### src/rtl/mvm_loader.sv
// Streams words from a valid/ready source into either the vector memory or the
// NUM_OLANES lane-interleaved matrix memories, one registered write per accepted word.
module mvm_loader #(
    parameter int DATAW      = 64,
    parameter int VEC_ADDRW  = 8,
    parameter int MAT_ADDRW  = 9,
    parameter int VEC_SIZEW  = VEC_ADDRW + 1,
    parameter int MAT_SIZEW  = MAT_ADDRW + 1,
    parameter int NUM_OLANES = 4
) (
    input  logic                  clk,
    input  logic                  rst,
    input  logic                  start,
    input  logic                  dest_is_mat,
    input  logic [VEC_ADDRW-1:0]  vec_start_addr,
    input  logic [VEC_SIZEW-1:0]  vec_num_words,
    input  logic [MAT_ADDRW-1:0]  mat_start_addr,
    input  logic [MAT_SIZEW-1:0]  mat_num_rows_per_olane,
    input  logic                  ivalid,
    input  logic [DATAW-1:0]      idata,
    input  logic                  ilast,
    output logic                  iready,
    output logic                  vec_wen,
    output logic [VEC_ADDRW-1:0]  vec_waddr,
    output logic [NUM_OLANES-1:0] mat_wen,
    output logic [MAT_ADDRW-1:0]  mat_waddr,
    output logic [DATAW-1:0]      wdata,
    output logic                  busy,
    output logic                  done,
    output logic                  err
);

    localparam int LANEW = (NUM_OLANES > 1) ? $clog2(NUM_OLANES) : 1;
    localparam int TOTW  = VEC_SIZEW + MAT_SIZEW + LANEW;

    typedef enum logic {IDLE, LOAD} state_t;

    state_t                state;
    state_t                state_nxt;

    logic                  cmd_mat;
    logic [VEC_ADDRW-1:0]  cmd_vbase;
    logic [VEC_SIZEW-1:0]  cmd_nwords;
    logic [TOTW-1:0]       left;
    logic [VEC_SIZEW-1:0]  col;
    logic [LANEW-1:0]      lane;
    logic [MAT_ADDRW-1:0]  row_base;
    logic                  fin_p1;

    logic                  start_ok;
    logic                  accept;
    logic                  last_word;
    logic                  zero_len;
    logic [TOTW-1:0]       total_cmd;
    logic [NUM_OLANES-1:0] lane_onehot;

    assign iready    = (state == LOAD);
    assign start_ok  = start && (state == IDLE);
    assign accept    = ivalid && (state == LOAD);
    assign last_word = (left == TOTW'(1));
    // Full-width product so the largest matrix command cannot wrap the word count.
    assign total_cmd = dest_is_mat
                     ? TOTW'(vec_num_words) * TOTW'(mat_num_rows_per_olane) * TOTW'(NUM_OLANES)
                     : TOTW'(vec_num_words);
    assign zero_len  = (total_cmd == '0);

    always_comb begin
        lane_onehot       = '0;
        lane_onehot[lane] = 1'b1;
    end

    always_comb begin
        state_nxt = state;
        case (state)
            IDLE:    if (start_ok && !zero_len) state_nxt = LOAD;
            LOAD:    if (accept && last_word)   state_nxt = IDLE;
            default: state_nxt = IDLE;
        endcase
    end

    always_ff @(posedge clk) begin
        if (rst) begin
            state      <= IDLE;
            cmd_mat    <= 1'b0;
            cmd_vbase  <= '0;
            cmd_nwords <= '0;
            left       <= '0;
            col        <= '0;
            lane       <= '0;
            row_base   <= '0;
            fin_p1     <= 1'b0;
            vec_wen    <= 1'b0;
            mat_wen    <= '0;
            vec_waddr  <= '0;
            mat_waddr  <= '0;
            wdata      <= '0;
            busy       <= 1'b0;
            done       <= 1'b0;
            err        <= 1'b0;
        end else begin
            state   <= state_nxt;

            // Write stage: strobe, address and data one cycle after acceptance.
            vec_wen <= accept && !cmd_mat;
            mat_wen <= (accept && cmd_mat) ? lane_onehot : '0;
            if (accept) begin
                vec_waddr <= cmd_vbase + VEC_ADDRW'(col);
                mat_waddr <= row_base + MAT_ADDRW'(col);
                wdata     <= idata;
            end

            // Completion: fin_p1 marks the final strobe (or the lone busy cycle of an empty command).
            busy   <= start_ok || (state_nxt == LOAD) || accept;
            fin_p1 <= (accept && last_word) || (start_ok && zero_len);
            done   <= fin_p1;

            if (start_ok)
                err <= 1'b0;
            else if (accept && (ilast != last_word))
                err <= 1'b1;

            if (start_ok) begin
                cmd_mat    <= dest_is_mat;
                cmd_vbase  <= vec_start_addr;
                cmd_nwords <= vec_num_words;
                left       <= total_cmd;
                col        <= '0;
                lane       <= '0;
                row_base   <= mat_start_addr;
            end else if (accept) begin
                left <= left - TOTW'(1);
                if (col == cmd_nwords - VEC_SIZEW'(1)) begin
                    col <= '0;
                    if (lane == LANEW'(NUM_OLANES - 1)) begin
                        lane     <= '0;
                        row_base <= row_base + MAT_ADDRW'(cmd_nwords);
                    end else begin
                        lane <= lane + LANEW'(1);
                    end
                end else begin
                    col <= col + VEC_SIZEW'(1);
                end
            end
        end
    end

endmodule

### config.mk
export PLATFORM = sky130hd
export DESIGN_NAME = mvm_loader
export DESIGN_NICKNAME = d
export VERILOG_FILES = /design/src/rtl/mvm_loader.sv
export SDC_FILE = /design/constraint.sdc
export NUM_CORES = 1
export LEC_CHECK = 0
export BUFFER_PORTS_ARGS = -buffer_cell sky130_fd_sc_hd__buf_2
export CORE_MARGIN = 2
export CORE_UTILIZATION = 57
export CTS_CLUSTER_SIZE = 8
export DETAILED_ROUTE_END_ITERATION = 7
export HOLD_SLACK_MARGIN = 0.15
export PLACE_DENSITY = 0.85
export RECOVER_POWER = 25
export SYNTH_ARGS = -nofsm -noshare
export SYNTH_HDL_FRONTEND = slang
export SYNTH_SLANG_ARGS = --single-unit
### constraint.sdc
create_clock -name clk -period 6.39 [get_ports clk]
set_clock_uncertainty 0.15 [all_clocks]
set_input_delay 0.3195 -clock clk [delete_from_list [all_inputs] [get_ports clk]]
set_output_delay 0.3195 -clock clk [all_outputs]
set_load 0.02 [all_outputs]
==> results.cfg <==
[placement]
gp_congestion = 0.844
post-dp-hpwl_mm = 18.3
io_buffers = 195
place_inst = 1590

[timing]
worst_pin_slew_ns = 1.03
period_needed_ns = 5.96
setup_viol = 0
hold_violations = 0
slew_headroom_pct = 31.1
timing.hold.ws_ns = 0.189
drv_slew = 0
grt_setup_unrepaired = false
fin_tns_setup_ns = 0
fmax_ghz = 0.168
fin_crit_sh_pct = 93.3

[job]
drv_cap = 0

[setup_path]
cp.arrival_ns = 6.12
end_kind = flip-flop
crit_path_start = vec_num_words[6]
cp_slowest_stage_delay_ns = 0.55
crit_chain = dlygate4sd3_1 -> buf_2 -> nand2_1 -> fa_1 -> fa_1 -> inv_1 -> fa_1 -> inv_1 -> fa_1 -> inv_1 -> ha_1 -> a21oi_1 -> o22ai_1 -> or2_2 -> a311oi_1 -> o2111ai_1 -> or4b_4 -> a2111oi_4 -> nand3_1 -> a32o_1
start_kind = input port
required_ns = 6.55
worstReg2RegStart = cmd_nwords[1]$_SDFFE_PP0P_
r2r_cells = 8
critPathKind = input port to flip-flop
crit_fanout = 13
reg2reg_setup_slack_ns = 2.85
crit_slowest_cell = fa_1
crit_top_cell = fa_1
r2r_end = row_base[3]$_SDFFE_PP0P_

[grt]
antenna_found_initial = 0
grt.total_usage_pct = 29.9
grt_pass1_wl_mm = 44.3
grt_pass1_vias = 9419
grt_overflow_total = 0
grt_max_degree = 100

[route]
dr_wl_met3_mm = 1.43
first_iter_violations = 612
highest_layer = met4
wl_per_cell_um = 16.2
via_per_inst = 5.61
wirelength_mm = 27.8
drc = 0
met1_length_mm = 10.7
ant_nets = 0
dr_wl_met2_mm = 14.4
via_count = 9604
dr.pass1.iters = 7

[floorplanning]
die_h_um = 137
dieArea_um2 = 18600
die_width_um = 137
core_area_um2 = 17200
start_util_pct = 58.1
ioPinCount = 196
rows = 48

[synth]
synth_top_area_cell = dfxtp_1
ys_seq_area_share_pct = 30.0
synth_seq_cells = 150
synth_fp_nets = 1465
synthFlopType = dfxtp_1
async_flop_share_pct = 0
synthDistinctLibCells = 70
synth_area_leaders = dfxtp_1 (30%), fa_1 (12%), nand2_1 (9.5%)
syn_inst = 1229
syn-cell-area_um2 = 10000
synth_top_cells_by_count = nand2_1 (252), dfxtp_1 (150), a21oi_1 (133)
synth.top_cell.area_share_pct = 30.0
synth_warnings = 0
yosysMostFrequentCell = nand2_1
syn_avg_cell_area_um2 = 8.14
synth_edf_count = 0

[hold_path]
whs_path_depth = 2
hp-class = input port to flip-flop
hp-start = rst
hold-path-endpoint = left[1]$_SDFFE_PP0P_

[clock_tree]
clkLatencyLatePin_ns = 0.42
ctsResizeCount = 0
cts_max_path_buffers = 2
root_buffer = clkbuf_16
cts_made_buffers = 17
htree_num_levels = 4
cts_sinks = 150
path_clk_slew_ns = 0.06
cts_tree = built

[status]
status = finished clean

[power_and_ir_drop]
irDropWorstVdd_uv = 239
leakage_nw = 5.63
power_density_nw_per_um2 = 276

[finish]
finalNetCount = 1712
syn2layout_area_growth_pct = 25.0
final_layout_size_suffix_gt1_share_pct = 13.4
final_cell_count_no_fill = 1713
num_antenna_cells = 0
-- layout by cell type (no fill, tap or decap), drive strengths merged, types with 3 or more instances in the layout --
| master | instances |
|---|---|
| a211oi | 25 |
| a21o | 16 |
| inv | 100 |
| a21oi | 133 |
| nand2b | 10 |
| and3 | 8 |
| clkinv | 3 |
| or3 | 8 |
| mux2i | 13 |
| a31oi | 5 |
| xor2 | 27 |
| fa | 60 |
| nand3 | 15 |
| nor4 | 7 |
| ha | 70 |
| and2 | 64 |
| o22ai | 4 |
| buf | 140 |
| nor2 | 64 |
| nand2 | 254 |
| clkbuf | 79 |
| or2 | 7 |
| bufinv | 3 |
| nor2b | 11 |
| nand4 | 5 |
| o21ai | 22 |
| o211ai | 4 |
| xnor2 | 24 |
| or4 | 3 |
| o311ai | 3 |
| dfxtp | 150 |
| dlygate4sd3 | 92 |
| nor3 | 22 |
-- how the worst max path moves through the flow --
stage                   endpoint  slack [ns]
6_report       iready$_SDFF_PP0_        0.43
4_1_cts        iready$_SDFF_PP0_        0.45
2_1_floorplan  iready$_SDFF_PP0_        0.85
5_1_grt        iready$_SDFF_PP0_        0.13
3_5_place_dp   iready$_SDFF_PP0_        0.53
3_3_place_gp   iready$_SDFF_PP0_        0.66
-- sequential cells by signal, indices dropped and copies added, names as in the netlist --
signal / flops
lane: 2
wdata: 64
cmd_mat: 1
col: 9
mat_waddr: 9
iready: 1
mat_wen: 4
vec_waddr: 8
row_base: 9
vec_wen: 1
err: 1
done: 1
cmd_nwords: 9
left: 21
fin_p1: 1
busy: 1
cmd_vbase: 8
-- where the power goes --
part	total, mW	leakage (nW)	internal (mW)	switching (mW)
Sequential	1.05	1.22	1.00	0.0528
Combinational	1.36	4.12	0.565	0.793
Clock	1.04	0.287	0.621	0.414
Total	3.45	5.63	2.19	1.26
-- kinds of logic after synthesis --
group	share of synthesized area, %
buffers and inverters	6.20
DFF	30.0
AOI/OAI and AO/OA	14.6
muxes	1.30
adders and majority gates	20.8
and+or+nand+nor	22.6
xor gates and xnor gates	4.46
-- layout make-up --
| cell class | instances | area [um^2] |
|---|---|---|
| timing repair buffer | 292 | 1860 |
| fill | 1271 | 4730 |
| clock inverter | 12 | 169 |
| multi-input combinational | 919 | 6400 |
| tap | 225 | 282 |
| inverter | 96 | 360 |
| clock buffer | 19 | 433 |
| sequential | 150 | 3000 |
-- worst max-delay path: cells and delay by family --
| kind | cells | cell delay, ns |
|---|---|---|
| adder cells (fa/ha/maj) | 5 | 2.45 |
| buffers and inverters | 5 | 0.96 |
| AO/OA/AOI/OAI | 6 | 1.31 |
| AND/OR/NAND/NOR | 4 | 1.07 |
-- per-layer routing --
layer | GRT usage (%) | up-vias
met3 | 5.85 | 118
met2 | 53.0 | 362
li1 | - | 4560
met5 | 0 | -
met4 | 14.2 | 0
met1 | 34.6 | 4564
-- metrics by stage --
stage	power (mW)	utilization (%)	worst slack, ns	instance area [um^2]
4_1_cts	3.44	73.0	0.452	12600
2_1_floorplan	2.06	-	0.854	10000
6_report	3.45	72.5	0.425	12500
5_1_grt	3.68	72.5	0.125	12500
3_3_place_gp	2.31	64.1	0.664	11100
3_5_place_dp	2.36	64.1	0.529	11100
-- what timing repair did --
item	4_1_cts	5_1_grt
endpoints found under the setup margin	0	0
hold buffers	92	0
buffers inserted	0	0
hold endpoints to repair	92	0
(Power assumes the default switching activity.)
